[src/rtl/harv_wb_pkg.sv]
// Shared types and lane helpers for the HARV data-memory to Wishbone bridge.
// Pure functions only: no latency, no backpressure of their own.
package harv_wb_pkg;

  typedef enum logic [1:0] {
    SZ_BYTE = 2'd0,
    SZ_HALF = 2'd1,
    SZ_WORD = 2'd2
  } mem_size_t;

  typedef enum logic [1:0] {
    IDLE = 2'd0,
    BUS  = 2'd1,
    RESP = 2'd2
  } state_t;

  // ben encoding from the core: 00 byte, 01 half, 1x word
  function automatic mem_size_t decode_ben(input logic [1:0] ben);
    if (ben[1]) begin
      return SZ_WORD;
    end else if (ben[0]) begin
      return SZ_HALF;
    end else begin
      return SZ_BYTE;
    end
  endfunction

  function automatic logic [3:0] lane_sel(input mem_size_t size, input logic [1:0] ofs);
    case (size)
      SZ_BYTE: return 4'b0001 << ofs;
      SZ_HALF: return 4'b0011 << ofs;
      default: return 4'b1111;
    endcase
  endfunction

  function automatic logic [31:0] lane_dat(input mem_size_t size, input logic [31:0] wdata);
    case (size)
      SZ_BYTE: return {4{wdata[7:0]}};
      SZ_HALF: return {2{wdata[15:0]}};
      default: return wdata;
    endcase
  endfunction

  function automatic logic misaligned(input mem_size_t size, input logic [1:0] ofs);
    case (size)
      SZ_HALF: return ofs[0];
      SZ_WORD: return |ofs;
      default: return 1'b0;
    endcase
  endfunction

endpackage

[src/rtl/harv_load_align.sv]
// Extracts the addressed byte/half from a bus word and sign/zero extends it.
// Combinational, zero latency; no backpressure.
module harv_load_align
  import harv_wb_pkg::*;
(
  input  logic [31:0] dat_i,
  input  mem_size_t   size_i,
  input  logic [1:0]  ofs_i,
  input  logic        usgn_i,
  output logic [31:0] dat_o
);

  logic [7:0]  byte_sel;
  logic [15:0] half_sel;

  always_comb begin
    byte_sel = dat_i[7:0];
    case (ofs_i)
      2'd0: byte_sel = dat_i[7:0];
      2'd1: byte_sel = dat_i[15:8];
      2'd2: byte_sel = dat_i[23:16];
      default: byte_sel = dat_i[31:24];
    endcase
    half_sel = ofs_i[1] ? dat_i[31:16] : dat_i[15:0];

    dat_o = dat_i;
    case (size_i)
      SZ_BYTE: dat_o = {{24{~usgn_i & byte_sel[7]}}, byte_sel};
      SZ_HALF: dat_o = {{16{~usgn_i & half_sel[15]}}, half_sel};
      default: dat_o = dat_i;
    endcase
  end

endmodule

[src/rtl/harv_dmem_wb_bridge.sv]
// HARV dmem req/gnt to Wishbone-classic master; req->gnt 3 cycles at zero-wait (+1 per wait), 2 if misaligned.
// Core is stalled by withholding gnt_o; the slave stalls the bridge by withholding ack until timeout.
module harv_dmem_wb_bridge
  import harv_wb_pkg::*;
#(
  parameter int unsigned TIMEOUT_CYCLES = 256,
  parameter int unsigned ADDR_WIDTH     = 32
) (
  input  logic                  clk_i,
  input  logic                  rstn_i,
  input  logic                  req_i,
  input  logic                  wren_i,
  input  logic [1:0]            ben_i,
  input  logic                  usgn_i,
  input  logic [ADDR_WIDTH-1:0] addr_i,
  input  logic [31:0]           wdata_i,
  output logic                  gnt_o,
  output logic                  err_o,
  output logic [31:0]           rdata_o,
  output logic                  wb_cyc_o,
  output logic                  wb_stb_o,
  output logic                  wb_we_o,
  output logic [ADDR_WIDTH-1:0] wb_adr_o,
  output logic [3:0]            wb_sel_o,
  output logic [31:0]           wb_dat_o,
  input  logic [31:0]           wb_dat_i,
  input  logic                  wb_ack_i,
  input  logic                  wb_err_i
);

  localparam bit          TO_EN    = (TIMEOUT_CYCLES != 0);
  localparam int unsigned CNT_W    = TO_EN ? $clog2(TIMEOUT_CYCLES + 1) : 1;
  localparam int unsigned LAST_INT = TO_EN ? TIMEOUT_CYCLES - 1 : 0;
  localparam logic [CNT_W-1:0] CNT_LAST = CNT_W'(LAST_INT);
  localparam logic [CNT_W-1:0] CNT_MAX  = {CNT_W{1'b1}};

  state_t                  state_q, state_d;
  logic                    cyc_q, cyc_d;
  logic                    we_q, we_d;
  logic [ADDR_WIDTH-1:0]   adr_q, adr_d;
  logic [3:0]              sel_q, sel_d;
  logic [31:0]             dat_q, dat_d;
  mem_size_t               size_q, size_d;
  logic                    usgn_q, usgn_d;
  logic [1:0]              ofs_q, ofs_d;
  logic [CNT_W-1:0]        cnt_q, cnt_d;
  logic                    gnt_q, gnt_d;
  logic                    err_q, err_d;
  logic [31:0]             rdata_q, rdata_d;

  mem_size_t               req_size;
  logic [1:0]              req_ofs;
  logic [31:0]             load_ext;

  assign req_size = decode_ben(ben_i);
  assign req_ofs  = addr_i[1:0];

  // Uses the latched size/offset so the core may change its pins once gnt is seen.
  harv_load_align u_load_align (
    .dat_i  (wb_dat_i),
    .size_i (size_q),
    .ofs_i  (ofs_q),
    .usgn_i (usgn_q),
    .dat_o  (load_ext)
  );

  always_comb begin
    state_d = state_q;
    cyc_d   = cyc_q;
    we_d    = we_q;
    adr_d   = adr_q;
    sel_d   = sel_q;
    dat_d   = dat_q;
    size_d  = size_q;
    usgn_d  = usgn_q;
    ofs_d   = ofs_q;
    cnt_d   = cnt_q;
    gnt_d   = 1'b0;
    err_d   = err_q;
    rdata_d = rdata_q;

    case (state_q)
      IDLE: begin
        if (req_i) begin
          if (misaligned(req_size, req_ofs)) begin
            state_d = RESP;
            gnt_d   = 1'b1;
            err_d   = 1'b1;
            rdata_d = '0;
          end else begin
            state_d = BUS;
            cyc_d   = 1'b1;
            we_d    = wren_i;
            adr_d   = {addr_i[ADDR_WIDTH-1:2], 2'b00};
            sel_d   = lane_sel(req_size, req_ofs);
            dat_d   = lane_dat(req_size, wdata_i);
            size_d  = req_size;
            usgn_d  = usgn_i;
            ofs_d   = req_ofs;
            cnt_d   = '0;
            err_d   = 1'b0;
            rdata_d = '0;
          end
        end
      end
      BUS: begin
        if (wb_err_i || wb_ack_i || (TO_EN && cnt_q == CNT_LAST)) begin
          state_d = RESP;
          cyc_d   = 1'b0;
          gnt_d   = 1'b1;
          // A clean ack is the only outcome that returns data, and only for loads.
          err_d   = wb_err_i || !wb_ack_i;
          rdata_d = (wb_ack_i && !wb_err_i && !we_q) ? load_ext : 32'd0;
        end else if (cnt_q != CNT_MAX) begin
          cnt_d = cnt_q + 1'b1;
        end
      end
      RESP: begin
        state_d = IDLE;
        err_d   = 1'b0;
        rdata_d = '0;
      end
      default: begin
        state_d = IDLE;
        cyc_d   = 1'b0;
      end
    endcase
  end

  always_ff @(posedge clk_i or negedge rstn_i) begin
    if (!rstn_i) begin
      state_q <= IDLE;
      cyc_q   <= 1'b0;
      we_q    <= 1'b0;
      adr_q   <= '0;
      sel_q   <= '0;
      dat_q   <= '0;
      size_q  <= SZ_BYTE;
      usgn_q  <= 1'b0;
      ofs_q   <= '0;
      cnt_q   <= '0;
      gnt_q   <= 1'b0;
      err_q   <= 1'b0;
      rdata_q <= '0;
    end else begin
      state_q <= state_d;
      cyc_q   <= cyc_d;
      we_q    <= we_d;
      adr_q   <= adr_d;
      sel_q   <= sel_d;
      dat_q   <= dat_d;
      size_q  <= size_d;
      usgn_q  <= usgn_d;
      ofs_q   <= ofs_d;
      cnt_q   <= cnt_d;
      gnt_q   <= gnt_d;
      err_q   <= err_d;
      rdata_q <= rdata_d;
    end
  end

  assign gnt_o    = gnt_q;
  assign err_o    = err_q;
  assign rdata_o  = rdata_q;
  assign wb_cyc_o = cyc_q;
  assign wb_stb_o = cyc_q;
  assign wb_we_o  = we_q;
  assign wb_adr_o = adr_q;
  assign wb_sel_o = sel_q;
  assign wb_dat_o = dat_q;

endmodule

[config.mk]
export PLATFORM = sky130hd
export DESIGN_NAME = harv_dmem_wb_bridge
export DESIGN_NICKNAME = d
export VERILOG_FILES = /design/src/rtl/harv_wb_pkg.sv /design/src/rtl/harv_load_align.sv /design/src/rtl/harv_dmem_wb_bridge.sv
export SDC_FILE = /design/constraint.sdc
export NUM_CORES = 1
export LEC_CHECK = 0
export CAP_MARGIN = 20
export CORE_ASPECT_RATIO = 0.8
export CORE_MARGIN = 2
export CORE_UTILIZATION = 48
export DETAILED_ROUTE_END_ITERATION = 7
export GPL_ROUTABILITY_DRIVEN = 0
export PLACE_DENSITY = 0.95
export SLEW_MARGIN = 20
export SYNTH_ARGS = -nofsm -noshare
export SYNTH_HDL_FRONTEND = slang
export SYNTH_SLANG_ARGS = --single-unit
[constraint.sdc]
create_clock -name clk_i -period 4.92 [get_ports clk_i]
set_input_delay 0.738 -clock clk_i [delete_from_list [all_inputs] [get_ports clk_i]]
set_output_delay 0.738 -clock clk_i [all_outputs]
set_load 0.1 [all_outputs]
-- Word level (Yosys, flattened, before mapping)
Cells that the tools add are included.
W data, S select, Z words.
- register bits after elaboration: 118
- latch bits: 0
- memory bits (writable): 0
- ROM bits: 0
- input port bits: 105
- output and inout port bits: 105
- word-level logic and storage cells: 89
- memories kept: 0
- $add $sub $neg: 1
- multiply operators: 0
- divide/modulo/power cells: 0
- order comparisons: 0
- equality and inequality tests: 14
- shifts and indexed selects: 2
- mux-type cells: 34
- bitwise logic cells: 5
- reductions and logical operators: 20
- operators by type and width (cell ; number):
    $pmux W32 S2 ; 2
    $mux W32 ; 3
    $pmux W32 S3 ; 1
    $mux W9 ; 4
    $pmux W8 S3 ; 1
    $pmux W9 S2 ; 1
    $mux W16 ; 1
    $mux W1 ; 11
    $ne A2 B2 Y1 const B ; 5
    $add A9 B1 Y9 const B ; 1
    $eq A9 B8 Y1 const B ; 1
    $ne A9 B9 Y1 const B ; 1
    $eq A2 B1 Y1 const B ; 4
    $logic_not A2 Y1 ; 4
    $mux W2 ; 4
    $pmux W4 S2 ; 1
    $eq A2 B2 Y1 const B ; 3
    $pmux W1 S3 ; 2
    $reduce_and A3 Y1 ; 2
    $reduce_and A5 Y1 ; 1
    $pmux W1 S2 ; 2
    $pmux W2 S2 ; 1
    $reduce_and A4 Y1 ; 1
    $shl A1 B2 Y4 const A ; 1
    10 further kinds ; 18

-- Logic depth before layout (Yosys ltp)
- depth in word-level cells: 9
- mapped depth: 10
- mapped depth without buffers: 8

-- Modules after synthesis
From an unflattened synthesis, not the netlist that was laid out.
- cells, all modules: 593
- area, all modules: 5964.5 um2
- modules (own cells, without submodules) (module ; times used ; cells each ; area an instance (um2) ; sequential area each (um2)):
    harv_dmem_wb_bridge ; 1 ; 478 ; 5118.7 ; 2952.8
    harv_load_align ; 1 ; 115 ; 845.8 ; 0.0

-- Worst setup path after synthesis
OpenSTA, ideal clock, no wires.
- kind: register to register
- start: register cnt_q[0]
- end: register cnt_q[4]
- library setup time: 78 ps
- data arrival time: 2208 ps
- required time: 4842 ps
- setup slack: 2635 ps
- stages on the path, launching flop included: 10
- path buffers: 1
- clock period less this slack: 2285 ps
- cells stage by stage: dfrtp_1 ha_1 nand2_1 nor2_1 ha_1 nor4b_4 a21oi_2 buf_6 or4_1 a21boi_1
- cells in the longest elaborated chain, start to end: 4
- elaborated cells between the ends (all ways): 10
- classes of those cells: add/sub: 1; eq/ne: 4; mux: 3; reduce/logical: 2
- RTL lines (item ; line ; source):
    from (decl) ; harv_dmem_wb_bridge.sv:46 ; logic [CNT_W-1:0] cnt_q, cnt_d;
    from (signal assigned) ; harv_dmem_wb_bridge.sv:155 ; cnt_q <= cnt_d;
    $add A9 B1 Y9 or $eq A9 B8 Y1 (tied branches) ; harv_dmem_wb_bridge.sv:115, harv_dmem_wb_bridge.sv:107 ;
    $mux W9 or $logic_or A1 B1 Y1 (tied branches) ; harv_dmem_wb_bridge.sv:114, harv_dmem_wb_bridge.sv:107 ;
    $mux W9 or $ne A2 B2 Y1 (tied branches) ; -- ;
    $pmux W9 S2 or $reduce_and A5 Y1 (tied branches) ; -- ;
Parallel ways exist; a longest one is shown, timed or not. The select of a mux whose other input is x is not followed.
A chain may end at the register's enable or synchronous reset.

-- Worst setup path after layout
- start: input port ben_i[0]
- end: register adr_q[15], in the netlist wb_adr_o[15]
- cells in the longest elaborated chain, start to end: 8
- elaborated cells between the ends (all ways): 9
- classes of those cells: eq/ne: 2; mux: 5; bitwise: 1; reduce/logical: 1
- RTL lines (item ; line ; source):
    from (decl) ; harv_dmem_wb_bridge.sv:13 ; input logic [1:0] ben_i,
    $mux W1 * ; harv_wb_pkg.sv:21 ; end else if (ben[0]) begin
    $mux W2 * ; harv_wb_pkg.sv:19 ; if (ben[1]) begin
    $eq A2 B2 Y1 or $eq A2 B1 Y1 (tied branches) ; harv_wb_pkg.sv:45 ; case (size)
    $pmux W1 S2 * ; harv_wb_pkg.sv:45 ;
    $mux W1 * ; harv_dmem_wb_bridge.sv:84 ; if (req_i) begin
    $mux W1 * ; harv_dmem_wb_bridge.sv:82 ; case (state_q)
    $not A1 Y1 (no source line) * ; -- ;
    $reduce_and A3 Y1 (no source line) * ; -- ;
    to (signal assigned) ; harv_dmem_wb_bridge.sv:149 ; adr_q <= adr_d;
    to (decl) ; harv_dmem_wb_bridge.sv:40 ; logic [ADDR_WIDTH-1:0] adr_q, adr_d;
Mark *: on every way between the ends. The rest lies on a longest branch, timed or not. The select of a mux whose other input is x is not followed.

==> reports/summary.txt <==
# Post-CTS Setup Buffers = 0
Synth area leader = dfrtp_1
first-pass detailed-route iteration total = 5
critical path's largest stage delay = 1.03 ns
FMAX = 339 MHz
Slew Limit Fails = 0
Synthesis Warnings = 0
Core Rows = 35
CTS max path bufs = 2
CTS clk-pin slew, worst paths = 0.05 ns
Inserted Clock Buffers = 17
Avg Cell Area, Syn = 11.3 sq um
worst-path fanout max = 88
Hold WS = 0.412 ns
Layout area overhead = 47.8%
kind of critical path = input port to flip-flop
CP arrival = 3.24 ns
async set-reset flop share out of synthesis = 100%
slowest CP cell = clkdlybuf4s50_1
remaining routing DRC violations = 0
met2 Use GR = 41.0%
DR iter-0 viols = 471
post-route ant nets = 0
Hold Path Class = input port to async pin
wire per inst = 18.7 um
crit path capture type = flip-flop
IO Port Bufs = 207
htree depth = 4
overall global routing resource usage = 25.0%
largest net degree at the start of global routing = 89
Cell Chain, Critical Path = clkdlybuf4s50_1 -> nand2_1 -> nand4_1 -> buf_12 -> mux2_2
DIE HEIGHT = 101 um
Top-Level Pins = 210
total wire length = 15900 um
initial antenna violation count = 0
post-synthesis cell count = 497
Most used DFF post-synth = dfrtp_1
synthesized area = 5620 sq um
RSZ-0062 raised after global routing = false
die area = 12600 sq um
core box area = 11500 sq um
gr ovfl total = 0
worst skew pair latency = 0.41 ns
Final Hold Fails = 0
cell family with most CP delay = buffers and inverters
run status = completed
CP startpoint kind = input port
M3 GR Usage = 6.85%
# clock sinks = 118
flops & latches, synth = 118
worst clock skew = 0.00756 ns
# diodes = 0
Yosys top cell area share = 52.5%
first-pass GRT wire length = 25100 um
Die Wd = 125 um
relative slew slack = 25.5%
Final HPWL DP = 11100 um
fraction of layout cells with a size suffix above 1 = 13.6%
max cap viols = 0
Worst Tran Pin Value = 1.11 ns
# setup viols final = 0
Worst EP required = 5.20 ns
nets = 801
initial core utilization = 49.0%
vias in the first global route = 4912
fin crit share = 60.0%
Cell variety after synth = 57
CTS tree = built
Setup Total Neg Slack = 0 ns
clk root buf = clkbuf_16
hold buffer count at CTS = 0
via count = 4884
Area contributors post-synth = dfrtp_1, mux2_2, mux2i_1
sequential area share after synthesis = 52.5%
met1 Use GR = 32.6%
most used routing layer = met2
post-CTS resize count = 0
Post-synth EDFFs = 0
DR vias/cell = 5.75
buffering stage count on the worst path with inverters included = 2
fin crit period = 2.95 ns
-- routing by layer --
metal	share of wire [%]	vias to the layer above
met5	0	-
met4	1.8	0
met3	7.2	33
met2	49	237
met1	42	2416
li1	-	2198
-- flip-flops by register name, summed over array words and instances (netlist names) --
register / count
ofs_q: 2
state_q: 2
wb_we_o: 1
wb_dat_o: 32
usgn_q: 1
gnt_o: 1
wb_sel_o: 4
err_o: 1
size_q: 2
wb_cyc_o: 1
cnt_q: 9
wb_adr_o: 30
rdata_o: 32
-- worst paths after layout --
check                               end         from  slack (ns)  depth (start not counted)
setup / recovery           wb_adr_o[15]     ben_i[0]        1.97                          5
hold / removal                    gnt_o       rstn_i        0.41                          1
setup reg to reg            rdata_o[30]   state_q[0]        2.05                          6
hold reg to reg             wb_sel_o[0]  wb_sel_o[0]        0.48                          1
max in group asynchronous  wb_adr_o[20]       rstn_i        3.30                          2
min in group clk_i          wb_sel_o[0]  wb_sel_o[0]        0.48                          1
-- cells in the final DEF (no fill, tap or decap), types with 4 or more instances in the layout --
cell / n
mux2i_1: 33
a221o_1: 17
inv_1: 10
nand3_1: 6
nor2_1: 16
nand4_1: 4
clkbuf_16: 17
a22o_1: 8
clkdlybuf4s50_1: 206
o31ai_1: 6
a21oi_1: 14
o21ai_0: 55
clkinv_2: 4
ha_1: 7
nand2_1: 52
a221oi_1: 6
dfrtp_1: 118
nand2b_1: 6
mux2_2: 49
-- cells in the mapped netlist (7+ instances only) --
library cell and number:
mux2i_1 33, ha_1 7, a221o_1 17, a21oi_1 14
dfrtp_1 118, inv_1 10, nor2_1 16, o21ai_0 55
buf_2 13, a22o_1 8, nand2_1 52, mux2_2 49
clkbuf_1 16
-- final cells by class --
| type | count | area [sq um] |
|---|---|---|
| fillers | 794 | 3160 |
| flip-flops and latches | 118 | 2950 |
| multi-input cells | 332 | 2450 |
| repair buffers | 210 | 2100 |
| clock buffers | 19 | 453 |
| well taps | 148 | 185 |
| clock inverters | 12 | 129 |
| inverters | 10 | 37.5 |
-- cells by family after synthesis --
| group | after synthesis | synth area share [%] |
|---|---|---|
| XOR/XNOR | 1 | 0.156 |
| flip-flops | 118 | 52.5 |
| multiplexers | 83 | 16.1 |
| AO/OA/AOI/OAI | 132 | 15.9 |
| buffers and inverters | 48 | 4.10 |
| other | 1 | 0.0667 |
| adder cells (fa/ha/maj) | 7 | 1.56 |
| AND/OR/NAND/NOR | 107 | 9.64 |
-- stage by stage --
stage               util [%]  worst slack (ns)  instance area [sq um]  cells
finish                  72.4              1.97                   8310    849
global route            72.4              1.82                   8310    849
CTS                     72.4              1.77                   8300    849
detailed placement      67.3              1.35                   7720    818
global placement        67.3              1.58                   7720    818
floorplan                  -              2.63                   5630    498
Power is left out: the tool's default activity adds up to more than one toggle a clock period on the data nets, which glitch-free logic cannot reach.
